### config.mk
export PLATFORM = sky130hd
export DESIGN_NAME = uart_rx_os
export DESIGN_NICKNAME = d
export VERILOG_FILES = /design/src/rtl/uart_pkg.sv /design/src/rtl/uart_rx_fifo.sv /design/src/rtl/uart_rx_os.sv
export SDC_FILE = /design/constraint.sdc
export NUM_CORES = 1
export LEC_CHECK = 0
export CAP_MARGIN = 10
export CORE_MARGIN = 2
export CORE_UTILIZATION = 28
export DETAILED_ROUTE_END_ITERATION = 6
export GPL_TIMING_DRIVEN = 0
export PLACE_DENSITY = 0.48
export SYNTH_ARGS = -nofsm -noshare
export SYNTH_HDL_FRONTEND = slang
export SYNTH_SLANG_ARGS = --single-unit
### constraint.sdc
create_clock -name clk -period 2.6 [get_ports clk]
set_input_delay 0.52 -clock clk [delete_from_list [all_inputs] [get_ports clk]]
set_output_delay 0.52 -clock clk [all_outputs]
set_load 0.01 [all_outputs]
### src/rtl/uart_pkg.sv
// Shared types for the oversampling UART receiver: FSM states, frame config, FIFO entry layout.
// Latency: n/a (types and constants only).
// Backpressure: n/a.
package uart_pkg;

  typedef enum logic [2:0] {
    IDLE,
    START,
    DATA,
    PARITY,
    STOP,
    STOP2,
    WAIT_IDLE
  } state_e;

  // data_bits encoding
  localparam logic [1:0] DB_5 = 2'd0;
  localparam logic [1:0] DB_6 = 2'd1;
  localparam logic [1:0] DB_7 = 2'd2;
  localparam logic [1:0] DB_8 = 2'd3;

  // FIFO entry = {break, frame_err, parity_err, data[7:0]}
  localparam int ENTRY_W  = 11;
  localparam int DATA_LSB = 0;
  localparam int PERR_BIT = 8;
  localparam int FERR_BIT = 9;
  localparam int BRK_BIT  = 10;

  // Frame configuration captured at the start edge
  typedef struct packed {
    logic [1:0] data_bits;
    logic       parity_en;
    logic       parity_odd;
    logic       stop2;
  } cfg_t;

  function automatic logic [3:0] nbits(input logic [1:0] db);
    case (db)
      DB_5:    return 4'd5;
      DB_6:    return 4'd6;
      DB_7:    return 4'd7;
      default: return 4'd8;
    endcase
  endfunction

  function automatic logic [ENTRY_W-1:0] pack_entry(input logic brk, input logic ferr,
                                                    input logic perr, input logic [7:0] data);
    return {brk, ferr, perr, data};
  endfunction

endpackage

### src/rtl/uart_rx_fifo.sv
// Synchronous FIFO holding received frames; head word is presented combinationally.
// Latency: a push is visible at the head one clk later.
// Backpressure: push is ignored when full unless a pop happens in the same cycle; pop when empty is ignored.
module uart_rx_fifo #(
  parameter int WIDTH = 11,
  parameter int DEPTH = 8
) (
  input  logic                     clk_i,
  input  logic                     arst_i,
  input  logic                     push_i,
  input  logic [WIDTH-1:0]         data_i,
  input  logic                     pop_i,
  output logic [WIDTH-1:0]         data_o,
  output logic                     full_o,
  output logic                     empty_o,
  output logic [$clog2(DEPTH):0]   level_o
);
  localparam int AW = $clog2(DEPTH);

  logic [WIDTH-1:0] mem_q [DEPTH];
  logic [AW-1:0]    wptr_q, rptr_q;
  logic [AW:0]      cnt_q;
  logic             do_push, do_pop;

  assign full_o  = (cnt_q == (AW+1)'(DEPTH));
  assign empty_o = (cnt_q == '0);
  assign do_pop  = pop_i && !empty_o;
  assign do_push = push_i && (!full_o || do_pop);
  // Head is forced to zero when empty so outputs never show stale storage
  assign data_o  = empty_o ? '0 : mem_q[rptr_q];
  assign level_o = cnt_q;

  // Storage array, no reset needed since reads are gated by empty
  always_ff @(posedge clk_i) begin
    if (do_push) mem_q[wptr_q] <= data_i;
  end

  // Pointers and occupancy; pointers wrap naturally at the power-of-two depth
  always_ff @(posedge clk_i or posedge arst_i) begin
    if (arst_i) begin
      wptr_q <= '0;
      rptr_q <= '0;
      cnt_q  <= '0;
    end else begin
      if (do_push) wptr_q <= wptr_q + 1'b1;
      if (do_pop)  rptr_q <= rptr_q + 1'b1;
      case ({do_push, do_pop})
        2'b10:   cnt_q <= cnt_q + 1'b1;
        2'b01:   cnt_q <= cnt_q - 1'b1;
        default: cnt_q <= cnt_q;
      endcase
    end
  end

endmodule

### src/rtl/uart_rx_os.sv
// UART receiver: oversampled 2-of-3 majority bit sampling, parity/framing/break checks, RX FIFO.
// Latency: FIFO write 1 clk after the final stop-bit decision; m_valid rises 1 clk after that.
// Backpressure: m_valid/m_ready pops the head; a frame arriving at a full FIFO with no pop is dropped and sets overflow.
module uart_rx_os
  import uart_pkg::*;
#(
  parameter int OVERSAMPLE = 16,
  parameter int FIFO_DEPTH = 8,
  parameter int DIV_W      = 16
) (
  input  logic                          clk,
  input  logic                          arst,
  input  logic                          rx_en,
  input  logic [DIV_W-1:0]              os_div,
  input  logic [1:0]                    data_bits,
  input  logic                          parity_en,
  input  logic                          parity_odd,
  input  logic                          stop2,
  input  logic                          rx_serial,
  output logic                          m_valid,
  input  logic                          m_ready,
  output logic [7:0]                    m_data,
  output logic                          m_parity_err,
  output logic                          m_frame_err,
  output logic                          m_break,
  output logic                          rx_busy,
  output logic [$clog2(FIFO_DEPTH):0]   fifo_level,
  output logic                          overflow,
  input  logic                          overflow_clr
);
  localparam int TW = $clog2(OVERSAMPLE);
  localparam logic [TW-1:0] T_S0   = TW'(OVERSAMPLE/2 - 1);
  localparam logic [TW-1:0] T_S1   = TW'(OVERSAMPLE/2);
  localparam logic [TW-1:0] T_S2   = TW'(OVERSAMPLE/2 + 1);
  localparam logic [TW-1:0] T_LAST = TW'(OVERSAMPLE - 1);

  logic [1:0]         sync_q;
  logic               rx_prev_q;
  logic               rx_s, fall;
  state_e             state_q, state_d;
  logic [DIV_W-1:0]   div_cnt_q, div_cnt_d, div_lim;
  logic [TW-1:0]      tick_cnt_q, tick_cnt_d;
  logic [1:0]         samp_q, samp_d;
  logic [2:0]         bit_cnt_q, bit_cnt_d;
  logic [7:0]         shreg_q, shreg_d, data_al;
  cfg_t               cfg_q, cfg_d;
  logic               par_bit_q, par_bit_d, par_err_q, par_err_d, frm_err_q, frm_err_d;
  logic               wr_q, wr_d;
  logic [ENTRY_W-1:0] wr_dat_q, wr_dat_d, head;
  logic               overflow_q, overflow_d;
  logic               os_tick, bit_done, maj, fifo_full, fifo_empty;

  assign rx_s     = sync_q[1];
  assign fall     = rx_prev_q && !rx_s;
  assign div_lim  = (os_div == '0) ? DIV_W'(1) : os_div;
  assign os_tick  = (div_cnt_q >= div_lim - 1'b1);
  assign bit_done = os_tick && (tick_cnt_q == T_S2);
  // Third sample is taken live on the deciding tick
  assign maj      = (samp_q[0] & samp_q[1]) | (samp_q[0] & rx_s) | (samp_q[1] & rx_s);
  // Data was shifted in from the top, so right-align it for short frames
  assign data_al  = shreg_q >> (DB_8 - cfg_q.data_bits);

  // Next-state logic: tick timing, bit sampling, frame FSM, overflow flag
  always_comb begin
    state_d    = state_q;
    div_cnt_d  = div_cnt_q;
    tick_cnt_d = tick_cnt_q;
    samp_d     = samp_q;
    bit_cnt_d  = bit_cnt_q;
    shreg_d    = shreg_q;
    cfg_d      = cfg_q;
    par_bit_d  = par_bit_q;
    par_err_d  = par_err_q;
    frm_err_d  = frm_err_q;
    wr_d       = 1'b0;
    wr_dat_d   = wr_dat_q;
    overflow_d = (overflow_q && !overflow_clr) || (wr_q && fifo_full && !m_ready);

    if (os_tick) begin
      div_cnt_d  = '0;
      tick_cnt_d = (tick_cnt_q == T_LAST) ? '0 : tick_cnt_q + 1'b1;
      if (tick_cnt_q == T_S0) samp_d[0] = rx_s;
      if (tick_cnt_q == T_S1) samp_d[1] = rx_s;
    end else begin
      div_cnt_d = div_cnt_q + 1'b1;
    end

    case (state_q)
      IDLE: begin
        div_cnt_d  = '0;
        tick_cnt_d = '0;
        if (rx_en && fall) begin
          cfg_d.data_bits  = data_bits;
          cfg_d.parity_en  = parity_en;
          cfg_d.parity_odd = parity_odd;
          cfg_d.stop2      = stop2;
          shreg_d   = '0;
          bit_cnt_d = '0;
          par_bit_d = 1'b0;
          par_err_d = 1'b0;
          frm_err_d = 1'b0;
          state_d   = START;
        end
      end
      START: if (bit_done) state_d = maj ? IDLE : DATA;
      DATA: begin
        if (bit_done) begin
          shreg_d   = {maj, shreg_q[7:1]};
          bit_cnt_d = bit_cnt_q + 1'b1;
          if (bit_cnt_q == 3'(nbits(cfg_q.data_bits) - 4'd1))
            state_d = cfg_q.parity_en ? PARITY : STOP;
        end
      end
      PARITY: begin
        if (bit_done) begin
          par_bit_d = maj;
          par_err_d = ((^shreg_q) ^ maj) != cfg_q.parity_odd;
          state_d   = STOP;
        end
      end
      STOP: begin
        if (bit_done) begin
          if (!maj && shreg_q == '0 && !par_bit_q) begin
            // Break: restart bit timing so the idle qualification sees a full bit of high line
            wr_d       = 1'b1;
            wr_dat_d   = pack_entry(1'b1, 1'b1, 1'b0, 8'h00);
            div_cnt_d  = '0;
            tick_cnt_d = '0;
            state_d    = WAIT_IDLE;
          end else if (cfg_q.stop2) begin
            frm_err_d = !maj;
            state_d   = STOP2;
          end else begin
            wr_d     = 1'b1;
            wr_dat_d = pack_entry(1'b0, !maj, par_err_q, data_al);
            state_d  = IDLE;
          end
        end
      end
      STOP2: begin
        if (bit_done) begin
          wr_d     = 1'b1;
          wr_dat_d = pack_entry(1'b0, frm_err_q || !maj, par_err_q, data_al);
          state_d  = IDLE;
        end
      end
      WAIT_IDLE: begin
        if (!rx_s) begin
          div_cnt_d  = '0;
          tick_cnt_d = '0;
        end else if (os_tick && tick_cnt_q == T_LAST) begin
          state_d = IDLE;
        end
      end
      default: state_d = IDLE;
    endcase

    if (!rx_en && state_q != IDLE) begin
      state_d = IDLE;
      wr_d    = 1'b0;
    end
  end

  // State and datapath registers; synchroniser idles high
  always_ff @(posedge clk or posedge arst) begin
    if (arst) begin
      sync_q     <= 2'b11;
      rx_prev_q  <= 1'b1;
      state_q    <= IDLE;
      div_cnt_q  <= '0;
      tick_cnt_q <= '0;
      samp_q     <= '0;
      bit_cnt_q  <= '0;
      shreg_q    <= '0;
      cfg_q      <= '0;
      par_bit_q  <= 1'b0;
      par_err_q  <= 1'b0;
      frm_err_q  <= 1'b0;
      wr_q       <= 1'b0;
      wr_dat_q   <= '0;
      overflow_q <= 1'b0;
    end else begin
      sync_q     <= {sync_q[0], rx_serial};
      rx_prev_q  <= rx_s;
      state_q    <= state_d;
      div_cnt_q  <= div_cnt_d;
      tick_cnt_q <= tick_cnt_d;
      samp_q     <= samp_d;
      bit_cnt_q  <= bit_cnt_d;
      shreg_q    <= shreg_d;
      cfg_q      <= cfg_d;
      par_bit_q  <= par_bit_d;
      par_err_q  <= par_err_d;
      frm_err_q  <= frm_err_d;
      wr_q       <= wr_d;
      wr_dat_q   <= wr_dat_d;
      overflow_q <= overflow_d;
    end
  end

  uart_rx_fifo #(
    .WIDTH (ENTRY_W),
    .DEPTH (FIFO_DEPTH)
  ) u_fifo (
    .clk_i   (clk),
    .arst_i  (arst),
    .push_i  (wr_q),
    .data_i  (wr_dat_q),
    .pop_i   (m_ready),
    .data_o  (head),
    .full_o  (fifo_full),
    .empty_o (fifo_empty),
    .level_o (fifo_level)
  );

  assign m_valid      = !fifo_empty;
  assign m_data       = head[DATA_LSB +: 8];
  assign m_parity_err = head[PERR_BIT];
  assign m_frame_err  = head[FERR_BIT];
  assign m_break      = head[BRK_BIT];
  assign rx_busy      = (state_q != IDLE);
  assign overflow     = overflow_q;

endmodule

==> flow_metrics.env <==
export IMPL_routed_wl_um=18000
export IMPL_grt_pass1_wl_um=29300
export IMPL_ys_types=55
export IMPL_synth_seq_cells=158
export IMPL_path_cells="dlygate4sd2_1, nor2_2, nand2_1, or4_4, or3_4, nor2_4, nor2_4, ha_4, buf_6, xnor2_2, ha_1, a211o_1, a31oi_4, o221ai_4, a221oi_4, buf_12, buf_8, nor3_4, buf_6, mux2_4"
export IMPL_grt_pass1_vias=5444
export IMPL_initialDrtViolationCount=334
export IMPL_routed_via_count=5189
export IMPL_cts_sinks=158
export IMPL_drive_above_1_share_pct=31.3
export IMPL_syn_area_um2=7680
export IMPL_core_area_um2=27000
export IMPL_placed_area_um2=8630
export IMPL_die_h_um=170
export IMPL_dpl_cell_count=987
export IMPL_finalWeightedCongestion=0.793
export IMPL_root_buffer="clkbuf_16"
export IMPL_whs_ns=0.371
export IMPL_fin_skew_ns=0.0125
export IMPL_numCtsBuffers=17
export IMPL_grt_overflow=0
export IMPL_h_tree_depth=4
export IMPL_hpwlAfterDp_um=11300
export IMPL_area_growth_pct=34.8
export IMPL_hold_buffers=0
export IMPL_clk_pin_slew_ns=0.07
export IMPL_viasPerCell=4.74
export IMPL_max_cap_violations=0
export IMPL_cts_tree="yes"
export IMPL_async_flop_share_pct=44.3
export IMPL_fp_dieW_um=170
export IMPL_multi_input_area_um2=3470
export IMPL_cp_start_kind="input port"
export IMPL_synth_fp_nets=659
export IMPL_port_buffers=44
export IMPL_nets=800
export IMPL_required_ns=2.91
export IMPL_rows=60
export IMPL_finalCritPeriodShare_pct=163
export IMPL_maxSlewHeadroom_pct=19.6
export IMPL_path_max_fanout=7
export IMPL_grt_antenna_before_repair=0
export IMPL_n_fill_cell=2490
export IMPL_p_leak_uw=0.00409
export IMPL_worst_slew_pin_slew_ns=1.20
export IMPL_worst_path_buf_inv=5
export IMPL_grt_max_degree=71
export IMPL_synth_area_per_cell_um2=12.8
export IMPL_ios=45
export IMPL_final_area_um2=10300
export IMPL_synthCells=600
export IMPL_hold_path_class="register to register"
export IMPL_cp_end_kind="register"
export IMPL_crit_family="simple AND/OR/NAND/NOR gates"
export IMPL_maxSlewViolCount=0
export IMPL_regArea_um2=4400
export IMPL_max_freq_ghz=0.236
export IMPL_rsz0062_at_grt="yes"
export IMPL_setup_ws_ns=-1.63
export IMPL_crit_slowest_cell="or4_4"
export IMPL_setup_viol=56
export IMPL_clk_insertion_delay_late_ns=0.42
export IMPL_criticalPathCategory="input port to register"
export IMPL_layout_cells_non_filler=1095
export IMPL_routedWlPerCell_um=16.5
export IMPL_grt_use_total_pct=13.1
export IMPL_layout_min_cycle_time_ns=4.23
export IMPL_dr_pass1_iters=4
export IMPL_finalHoldViolCount=0
export IMPL_ant_nets=0
export IMPL_cp_data_arrival_time_ns=4.54
export IMPL_clockBufferDepth=2
export IMPL_initial_core_util_pct=28.5
export IMPL_synth_flop_cell="edfxtp_1"
export IMPL_drc_errors=0
export IMPL_fp_dieArea_um2=28800
export IMPL_irDropWorstVdd_v=0.000384
export IMPL_synth_edf_count=88
export IMPL_diodes=0
export IMPL_violations="negative setup slack"
export IMPL_outcome="finished with violations"
export IMPL_ys_seq_area_share_pct=57.3
export IMPL_power_density_nw_per_um2=774
export IMPL_ys_warn_count=0
export IMPL_slowest_delay_ns=0.44
==> worst register-to-register path, delay by kind of cell, from the launching register on <==
kind	cells	cell delay, ns
AOI/OAI and AO/OA	4	0.99
muxes	1	0.29
adders and majority gates	1	0.33
DFF	1	0.45
and+or+nand+nor	1	0.04
buffers and inverters	3	0.41
==> cell families (layout without fill, tap and decap cells) <==
kind of cell / Yosys count / after routing / share of synthesized area, %
buffers and inverters: 49 / 203 / 2.61
adder cells (fa/ha/maj): 33 / 33 / 5.44
AO/OA/AOI/OAI: 62 / 62 / 5.49
AND/OR/NAND/NOR: 189 / 189 / 11.6
XOR/XNOR: 38 / 38 / 4.34
flip-flops: 158 / 158 / 57.3
multiplexers: 71 / 71 / 13.3
==> power by group <==
group          switching, µW  internal [µW]  total, µW
Sequential               184           2760       2940
Clock                   1130           1280       2410
Combinational           1270           1390       2660
==> synthesized netlist by cell type (all sizes together), types with 11 or more instances <==
library cell	count	area (µm²)
edfxtp	88	2640
dfrtp	67	1680
nand2	62	233
nor2	58	218
mux2i	33	330
ha	31	388
inv	29	109
mux4	23	518
xnor2	21	184
a21oi	17	85.1
xor2	17	149
mux2	15	169
clkbuf	13	48.8
o21ai	13	65.1
nand3	12	60.1
nor3	11	55.1
==> layer usage <==
metal	GRT usage [%]	routed length [µm]	vias to the layer above
met5	0	0	-
met4	3.27	125	0
met3	3.08	498	10
met2	22.4	9280	85
met1	16.9	8130	2618
li1	-	-	2476
==> stage by stage <==
stage	setup slack, ns	util (%)	setup TNS, ns	total power [µW]
floorplan	-1.60	-	-75.66	4140
global placement	-2.81	31.9	-239.78	4790
detailed placement	-2.86	32.0	-162.63	4830
CTS	-1.70	37.3	-81.03	7880
global route	-1.77	38.4	-85.24	8430
finish	-1.63	38.4	-77.58	8010
==> sequential cells by signal, indices dropped and copies added (netlist names) <==
| register | cells |
|---|---|
| u_fifo.rptr_q | 3 |
| par_err_q | 1 |
| frm_err_q | 1 |
| shreg_q | 8 |
| par_bit_q | 1 |
| u_fifo.mem_q | 88 |
| rx_prev_q | 1 |
| u_fifo.wptr_q | 3 |
| div_cnt_q | 16 |
| cfg_q | 5 |
| wr_q | 1 |
| samp_q | 2 |
| sync_q | 2 |
| tick_cnt_q | 4 |
| overflow | 1 |
| wr_dat_q | 11 |
| u_fifo.level_o | 4 |
| bit_cnt_q | 3 |
| state_q | 3 |
==> cells in the final DEF (no fill, tap or decap), drive strengths merged, types with 15 or more instances in the layout <==
cell type	n
clkbuf	30
nand2	62
dfrtp	67
mux2	15
mux4	23
ha	31
xnor2	21
a21oi	17
mux2i	33
buf	99
inv	39
xor2	17
edfxtp	88
nor2	58
clkdlybuf4s50	23
==> path summary, 6_finish.rpt <==
| path | from | end | slack (ns) | depth (start not counted) |
|---|---|---|---|---|
| max in group asynchronous | arst | u_fifo.rptr_q[0] | 1.37 | 2 |
| min reg2reg | sync_q[0] | sync_q[1] | 0.37 | 0 |
| max reg2reg | div_cnt_q[2] | wr_dat_q[4] | -0.04 | 10 |
| min in group asynchronous | arst | u_fifo.level_o[3] | 0.62 | 2 |
| max | os_div[11] | wr_dat_q[4] | -1.63 | 20 |
| min | sync_q[0] | sync_q[1] | 0.37 | 0 |
==> final cells by class <==
type	instances	share of cell area [%]
buffer	18	1.72
timing repair buffer	124	11.4
inverter	29	1.08
sequential	158	42.6
multi-input combinational	393	33.6
clock inverter	15	1.39
tap	341	4.12
clock buffer	17	4.11
==> what timing repair did <==
| action | 4_1_cts | 5_1_grt |
|---|---|---|
| hold endpoints to repair | 0 | 0 |
| gates cloned | 4 | 0 |
| resized for setup | 145 | 65 |
| buffers inserted | 57 | 18 |
| endpoints found under the setup margin | 67 | 65 |
| pin swaps | 34 | 38 |
Note: power is estimated with default switching activity, not from simulation.
==> variant: new RTL, same settings <==
Re-encode `state_e` (7 states) as one-hot, 7 bits wide.
--- a/src/rtl/uart_pkg.sv
+++ b/src/rtl/uart_pkg.sv
@@ -4,12 +4,12 @@
 package uart_pkg;
 
-  typedef enum logic [2:0] {
-    IDLE,
-    START,
-    DATA,
-    PARITY,
-    STOP,
-    STOP2,
-    WAIT_IDLE
+  typedef enum logic [6:0] {
+    IDLE      = 7'b0000001,
+    START     = 7'b0000010,
+    DATA      = 7'b0000100,
+    PARITY    = 7'b0001000,
+    STOP      = 7'b0010000,
+    STOP2     = 7'b0100000,
+    WAIT_IDLE = 7'b1000000
   } state_e;
 
Behaviour: same outputs for any inputs over 10 cycles, from zero or initial values and one cycle with arst high; not proved beyond that.
==> variant against the unedited design <==
The run still ends with negative setup slack left; register-to-register slack worse by 0.23 ns; area after synthesis is 2.0% higher; clock skew is 0.0015 ns higher; routed wire length rose by 1.7%; setup slack worse by 0.020 ns; power fell by 4.9%; sequential cell count rose by 4; final area about the same.
==> variant: results (changes against the unedited design) <==
run_status:
  outcome: "finished with violations"
  violations: "negative setup slack"
drt:
  met3RoutedLength_um: 528  # +6.0%
  vias: 5227  # +0.73%
  dr_wl_met2_um: 9430  # +1.6%
  routedLengthMet1_um: 8250  # +1.5%
  viasPerCell: 4.63  # -2.2%
worst_hold_path:
  holdCritPathClass: "in2async"
synthesis:
  yosysSeqAreaShare_pct: 57.5  # +0.20 points
  avgSynthCellArea_um2: 12.5  # -2.6%
  synth.distinct_cells: 57  # +3.6%
  synth_xor_area_share_pct: 4.81  # +0.48 points
timing:
  fin_setup_tns_ns: -81.68  # -4.11 ns
  setup_viol: 57  # +1.8%
  holdWs_ns: 0.338  # -0.0325 ns
  skew_ns: 0.0139  # +0.00146 ns
  worst_slack_ns: -1.65  # -0.0198 ns
global_route:
  grt_pass1_wl_um: 29500  # +0.68%
  met3_usage_pct: 2.67  # -0.41 points
  grtUsageMet1_pct: 16.9  # +0.040 points
place:
  dpl-instance-area_mm2: 0.00897  # +4.0%
  gp_congestion: 0.912  # +15%
pwr:
  switching_power_mw: 2.34  # -9.6%
  leakagePower_nw: 4.11  # +0.51%
  powerSeq_mw: 3.01  # +2%
  ir_drop_uv: 323  # -16%
critical_path:
  reg2reg_from: "sync_q[1]$_DFF_PP1_"
  r2r_cells: 8  # -2
  r2r_end: "wr_dat_q[6]$_DFFE_PP0P_"
  startpoint: "os_div[4]"
  crit_fanout: 4  # -3
  r2r_setup_slack_ns: -0.27  # -0.23 ns
cells_and_area:
  fill_cells: 2685  # +7.8%
  drive_above_1_share_pct: 29.6  # -1.7 points
==> variant: changes by cell type in the layout (fill, tap and decap cells not counted), sizes merged, moves of 6 or more <==
| cell | change |
|---|---|
| mux2i | -15 |
| nand3 | +8 |
| o21ai | +16 |
| o2bb2ai | +7 |
| mux2 | -7 |
| nor2 | +6 |
| buf | -25 |
==> variant: layout make-up <==
class                           count  area share [%]
Multi-Input combinational cell    415            34.5
Clock buffer                       17            4.11
Inverter                           31            1.15
Timing Repair Buffer               92            8.91
Tap cell                          378            4.57
Buffer                             18            1.49
Clock inverter                     15            1.82
Sequential cell                   162            43.5
==> variant: per-stage QoR <==
step / util, % / setup WS (ns)
after floorplan: - / -1.67
after detailed placement: 32.5 / -2.78
after CTS: 36.9 / -1.70
after global routing: 37.5 / -1.78
final: 37.5 / -1.65
after global placement: 32.1 / -2.74
==> variant: repair_timing <==
action                     4_1_cts  5_1_grt
pin swaps                       32       28
gates resized for setup        150       48
gates cloned                     5        0
buffers inserted                32       14
setup endpoints to repair       71       80
hold buffers                     0        0
